==> config.mk <==
export PLATFORM = sky130hd
export DESIGN_NAME = call_stack
export DESIGN_NICKNAME = d
export VERILOG_FILES = /design/src/rtl/drfa_pkg.sv /design/src/rtl/call_stack_mem.sv /design/src/rtl/call_stack.sv
export SDC_FILE = /design/constraint.sdc
export NUM_CORES = 1
export LEC_CHECK = 0
export CAP_MARGIN = 20
export CORE_AREA = 2 2 131 133
export DETAILED_ROUTE_END_ITERATION = 12
export DIE_AREA = 0 0 133 135
export SLEW_MARGIN = 20
export SYNTH_ARGS = -nofsm -noshare
export SYNTH_HDL_FRONTEND = slang
export SYNTH_HIERARCHICAL = 1
export SYNTH_SLANG_ARGS = --single-unit
export TNS_END_PERCENT = 5
==> constraint.sdc <==
create_clock -name clk -period 4.2 [get_ports clk]
set_input_delay 0.42 -clock clk [delete_from_list [all_inputs] [get_ports clk]]
set_output_delay 0.42 -clock clk [all_outputs]
set_load 0.02 [all_outputs]
==> src/rtl/drfa_pkg.sv <==
// Shared types for the return-address stack.
// Holds the default widths and the packed stack entry.
package drfa_pkg;

  localparam int PC_W   = 9;
  localparam int FLAG_W = 4;

  typedef struct packed {
    logic [PC_W-1:0]   pc;
    logic [FLAG_W-1:0] flags;
  } entry_t;

endpackage

==> src/rtl/call_stack_mem.sv <==
// Unreset register file behind the call stack.
// One write port, one asynchronous read port.
module stack_mem #(
  parameter int DEPTH = 8,
  parameter int W     = 13,
  localparam int AW   = $clog2(DEPTH)
) (
  input  logic          clk,
  input  logic          we,
  input  logic [AW-1:0] waddr,
  input  logic [W-1:0]  wdata,
  input  logic [AW-1:0] raddr,
  output logic [W-1:0]  rdata
);

  logic [W-1:0] mem [DEPTH];

  always_ff @(posedge clk) begin
    if (we) mem[waddr] <= wdata;
  end

  assign rdata = mem[raddr];

endmodule

==> src/rtl/call_stack.sv <==
// Hardware call stack saving return address and ALU flags.
// Full-stack pushes either drop or overwrite the oldest entry.
module call_stack
  import drfa_pkg::*;
#(
  parameter int PC_WIDTH   = PC_W,
  parameter int FLAG_WIDTH = FLAG_W,
  parameter int DEPTH      = 8,
  parameter int WRAP_MODE  = 0,
  localparam int AW        = $clog2(DEPTH),
  localparam int CW        = AW + 1
) (
  input  logic                  clk,
  input  logic                  rst,
  input  logic                  push_en,
  input  logic                  pop_en,
  input  logic [PC_WIDTH-1:0]   in_pc,
  input  logic [FLAG_WIDTH-1:0] in_flags,
  input  logic                  clear_err,
  output logic [PC_WIDTH-1:0]   out_pc,
  output logic [FLAG_WIDTH-1:0] out_flags,
  output logic                  out_valid,
  output logic [CW-1:0]         count,
  output logic                  empty,
  output logic                  full,
  output logic                  overflow,
  output logic                  underflow
);

  logic [AW-1:0] sp, sp_n, top, waddr;
  logic [CW-1:0] cnt_n;
  logic          we, ld, oe, ue;
  entry_t        wdata, rdata;

  assign empty = (count == '0);
  assign full  = (count == CW'(DEPTH));
  assign top   = sp - 1'b1;
  assign wdata = '{pc: in_pc, flags: in_flags};

  always_comb begin
    we    = 1'b0;
    waddr = sp;
    sp_n  = sp;
    cnt_n = count;
    ld    = 1'b0;
    oe    = 1'b0;
    ue    = 1'b0;
    if (push_en && pop_en && !empty) begin
      // swap: read old top, overwrite it in place
      we    = 1'b1;
      waddr = top;
      ld    = 1'b1;
    end else if (push_en) begin
      ue = pop_en;
      if (!full) begin
        we    = 1'b1;
        sp_n  = sp + 1'b1;
        cnt_n = count + 1'b1;
      end else begin
        oe = 1'b1;
        if (WRAP_MODE != 0) begin
          we   = 1'b1;
          sp_n = sp + 1'b1;
        end
      end
    end else if (pop_en) begin
      if (!empty) begin
        sp_n  = top;
        cnt_n = count - 1'b1;
        ld    = 1'b1;
      end else begin
        ue = 1'b1;
      end
    end
  end

  stack_mem #(
    .DEPTH (DEPTH),
    .W     ($bits(entry_t))
  ) u_mem (
    .clk   (clk),
    .we    (we && !rst),
    .waddr (waddr),
    .wdata (wdata),
    .raddr (top),
    .rdata (rdata)
  );

  always_ff @(posedge clk) begin
    if (rst) begin
      sp        <= '0;
      count     <= '0;
      out_pc    <= '0;
      out_flags <= '0;
      out_valid <= 1'b0;
      overflow  <= 1'b0;
      underflow <= 1'b0;
    end else begin
      sp        <= sp_n;
      count     <= cnt_n;
      out_valid <= ld;
      if (ld) begin
        out_pc    <= rdata.pc;
        out_flags <= rdata.flags;
      end
      overflow  <= oe | (overflow & ~clear_err);
      underflow <= ue | (underflow & ~clear_err);
    end
  end

endmodule
==> metrics.log <==
[metrics] count of inserted antenna diode cells: 0
[metrics] portion of synthesized cell area occupied by the leading cell type: around three fifths
[metrics] max cap viols: 0
[metrics] wire length of the first global-routing pass: roughly 16 mm
[metrics] Sum Neg Setup Slack: 0 ps
[metrics] Post-synth EDFFs: around 100
[metrics] most frequent cell after synthesis: sky130_fd_sc_hd__edfxtp_1
[metrics] data arrival time of the critical path: roughly 3100 ps
[metrics] number of buffers added by the clock tree synthesis step: 17
[metrics] signed area change from the synthesized netlist to the final layout: 24.6%
[metrics] LEAKAGE: about 2.2 nW
[metrics] number of cell instances on the worst register-to-register path: 9
[metrics] via count of the first global-routing pass: 2832
[metrics] endpoint of the worst hold path: out_flags[3]$_SDFFE_PP0P_
[metrics] per-cell via count in the routed design: approximately 4.7
[metrics] aggregate global routing overflow: 0
[metrics] average footprint of a synthesized cell: approximately 17 um^2
[metrics] aggregate routed wire length: 10.1 mm
[metrics] layout net count: about 380
[metrics] depth of the worst hold-timing path: 2
[metrics] die height: approximately 140 um
[metrics] start of the worst register-to-register path: count[1]$_SDFFE_PP0P_
[metrics] count of pins over their slew limit: 0
[metrics] worst flop-to-flop path endpoint: u_mem/mem[2][1]$_DFFE_PP_
[metrics] placeable core area: 16400 um^2
[metrics] path type of the worst setup path: register to register
[metrics] fraction of layout instances using a drive strength above 1: between 10% and 20%
[metrics] Seq/Total Area, Yosys: about 70%
[metrics] number of placement rows: 47
[metrics] TritonCTS clock tree: done
[metrics] routed len/inst: about 17 um
[metrics] endpoint class of the critical path: register
[metrics] path type of the worst min-delay path: register to register
[metrics] hold_buf cts: 0
[metrics] Ports: 40
[metrics] Synth Warn #: 6
[metrics] combined area of all synthesized cells: 5200 um^2
[metrics] CP required: ~4300 ps
[metrics] Synth Flop Type: sky130_fd_sc_hd__edfxtp_1
[metrics] Clk pin slew, worst setup/hold paths: about 60 ps
[metrics] final number of hold-violating endpoints: 0
[metrics] cell count after synthesis: 300
[metrics] Distinct cells, synth: a little over 40
[metrics] H-Tree Depth: 4
[metrics] setup slack, reg-to-reg: between 1000 and 1500 ps
[metrics] worst-case clock skew: 5.93 ps
[metrics] synth cell count leaders: sky130_fd_sc_hd__edfxtp_1, sky130_fd_sc_hd__nand2_1, sky130_fd_sc_hd__mux4_1
[metrics] Pre-antenna DRT Iters: 4
[metrics] crit share post-route: 70.3%
[metrics] setup violation total in the final timing report: 0
[metrics] effective utilization at floorplan: between 30% and 40%
[metrics] iteration-0 DRC count of the detailed router: approximately 220
[metrics] clock latency on the worst-skew pair: between 400 and 500 ps
[metrics] cell total after placement: between 500 and 600
[metrics] PostCTS Resize Cnt: 0
[metrics] critical path launch point type: register
[metrics] biggest area contributors in the synthesized netlist: sky130_fd_sc_hd__edfxtp_1, sky130_fd_sc_hd__mux4_1, sky130_fd_sc_hd__dfxtp_1
[metrics] clock sink count: around 130
[metrics] unrepaired setup endpoints after global routing: no
[metrics] biggest fanout along the worst timing path: 10
[metrics] Global Route Usage Sum: between 10% and 20%
[metrics] most area-hungry cell type in the Yosys netlist: sky130_fd_sc_hd__edfxtp_1
[metrics] horizontal die dimension: approximately 130 um
[metrics] count of antenna-violating nets left after detailed routing: 0
[metrics] number of nets produced by synthesis: around 320
[metrics] ratio of total power to cell area: between 700 and 800 nW/um^2
[metrics] pin count of the biggest net entering global routing: 28
[metrics] count of input and output buffers: 39
[metrics] final weighted congestion of routability-driven global placement: roughly 0.76
[metrics] number of post-CTS setup repair buffers: 0
[metrics] number of register bits inferred by synthesis: ~130
[metrics] Achievable Freq: 338 MHz
[metrics] total via count in the routed design: between 2000 and 3000
[metrics] clock root buffer: sky130_fd_sc_hd__clkbuf_16
[metrics] fillcell total: 1470
[metrics] minimum clock period: between 2000 and 3000 ps
[metrics] Least-Margin Pin Slew: between 700 and 800 ps
[metrics] maximum vdd ir drop: about 0.00043 V
[metrics] number of standard cells in the final layout excluding fillers: 591
[metrics] Max-slew headroom: 50.5%
[metrics] number of antenna violations at the first check in global routing: 0
[metrics] run status: finished clean
[metrics] fraction of registers with async set or reset after synthesis: 0%
[metrics] CTS max path bufs: 2
[metrics] DPL Wire Length: between 6 and 7 mm
[metrics] Hold Startpoint: out_flags[3]$_SDFFE_PP0P_
[metrics] die area: roughly 18000 um^2
[metrics] post-detailed-route DRC marker count: 0
## sequential cells by signal (all words and copies together) (netlist names)
name	flops
sp	3
overflow	1
count	4
out_valid	1
u_mem/mem	104
out_pc	9
out_flags	4
underflow	1
## power breakdown
group	total, W	switching, W	internal (W)
clock network	0.00140	0.000529	0.000870
logic	0.00182	0.000956	0.000865
registers	0.00167	0.000106	0.00156
## cell usage in the layout, fill, tap and decap left out, types with 2 or more instances in the layout
cell type,count
sky130_fd_sc_hd__edfxtp_1,104
sky130_fd_sc_hd__clkdlybuf4s50_1,39
sky130_fd_sc_hd__nand2_1,31
sky130_fd_sc_hd__mux4_1,24
sky130_fd_sc_hd__dfxtp_1,23
sky130_fd_sc_hd__a21oi_1,19
sky130_fd_sc_hd__clkbuf_16,17
sky130_fd_sc_hd__nor2_1,16
sky130_fd_sc_hd__mux2_2,14
sky130_fd_sc_hd__buf_4,13
sky130_fd_sc_hd__inv_1,6
sky130_fd_sc_hd__clkinvlp_4,5
sky130_fd_sc_hd__nand2b_1,4
sky130_fd_sc_hd__ha_1,4
sky130_fd_sc_hd__inv_2,3
sky130_fd_sc_hd__xnor2_1,3
sky130_fd_sc_hd__or3_1,3
sky130_fd_sc_hd__o211ai_1,3
sky130_fd_sc_hd__inv_6,3
sky130_fd_sc_hd__o21ai_1,2
sky130_fd_sc_hd__xor2_1,2
sky130_fd_sc_hd__mux2i_1,2
sky130_fd_sc_hd__o21ai_0,2
sky130_fd_sc_hd__bufinv_16,2
sky130_fd_sc_hd__clkinv_1,2
sky130_fd_sc_hd__mux4_2,2
sky130_fd_sc_hd__nor3_2,2
## layout make-up
type                    count  area (um^2)  share of cell area [%]
multi-input cells         152         1530                    23.6
well taps                 220          275                    4.25
clock inverters            13          140                    2.16
repair buffers             52          488                    7.53
flip-flops and latches    127         3580                    55.3
clock buffers              18          429                    6.62
inverters                   9         33.8                   0.521
## critical path, cell delays in order, from the launching register on
cell and delay [ps]:
sky130_fd_sc_hd__dfxtp_1 520, sky130_fd_sc_hd__or4_4 240, sky130_fd_sc_hd__inv_2 50, sky130_fd_sc_hd__nor2_1 330
sky130_fd_sc_hd__buf_4 250, sky130_fd_sc_hd__nand3_1 100, sky130_fd_sc_hd__xnor2_1 170, sky130_fd_sc_hd__nand2b_1 210
sky130_fd_sc_hd__nor2_1 490, sky130_fd_sc_hd__buf_4 290
## routing by layer
| layer | share of wire, % | track usage (%) | vias up |
|---|---|---|---|
| met1 | 49 | 16.1 | 1390 |
| met3 | 4.2 | 4.50 | 12 |
| met5 | 0 | 0 | - |
| li1 | - | - | 1311 |
| met2 | 46 | 18.4 | 71 |
| met4 | 1.2 | 4.42 | 0 |
## logic make-up (layout without fill, tap and decap cells)
kind of cell / Yosys count / count (layout) / share of synthesized area (%)
simple gates: 62 / 62 / 5.41
fa+ha+maj: 5 / 5 / 1.35
compound gates: 36 / 36 / 4.67
mux: 43 / 43 / 16.6
flops: 127 / 127 / 68.9
xor+xnor: 6 / 6 / 1.01
buf+inv: 21 / 92 / 2.04
## stage by stage
step / cell area, um^2 / setup slack (ps) / hold slack (ps) / total power [W] / utilization, %
detailed placement: 5910 / 849 / 451 / 0.00351 / 36.0
CTS: 6480 / 1190 / 459 / 0.00494 / 39.5
global route: 6480 / 963 / 483 / 0.00514 / 39.5
global placement: 5910 / 975 / 447 / 0.00351 / 36.0
floorplan: 5200 / 1240 / 492 / 0.00294 / -
finish: 6480 / 1250 / 457 / 0.00489 / 39.5
## how the worst max path moves through the flow
| stage | start | end | slack [ps] |
|---|---|---|---|
| 2_1_floorplan | count[0]$_SDFFE_PP0P_ | u_mem/mem[0][0]$_DFFE_PP_ | 1240 |
| 5_1_grt | count[0]$_SDFFE_PP0P_ | u_mem/mem[2][12]$_DFFE_PP_ | 960 |
| 3_3_place_gp | pop_en | u_mem/mem[2][1]$_DFFE_PP_ | 970 |
| 4_1_cts | count[0]$_SDFFE_PP0P_ | u_mem/mem[2][4]$_DFFE_PP_ | 1190 |
| 6_report | count[1]$_SDFFE_PP0P_ | u_mem/mem[2][1]$_DFFE_PP_ | 1250 |
| 3_5_place_dp | pop_en | u_mem/mem[2][11]$_DFFE_PP_ | 850 |
(Power assumes the default switching activity.)
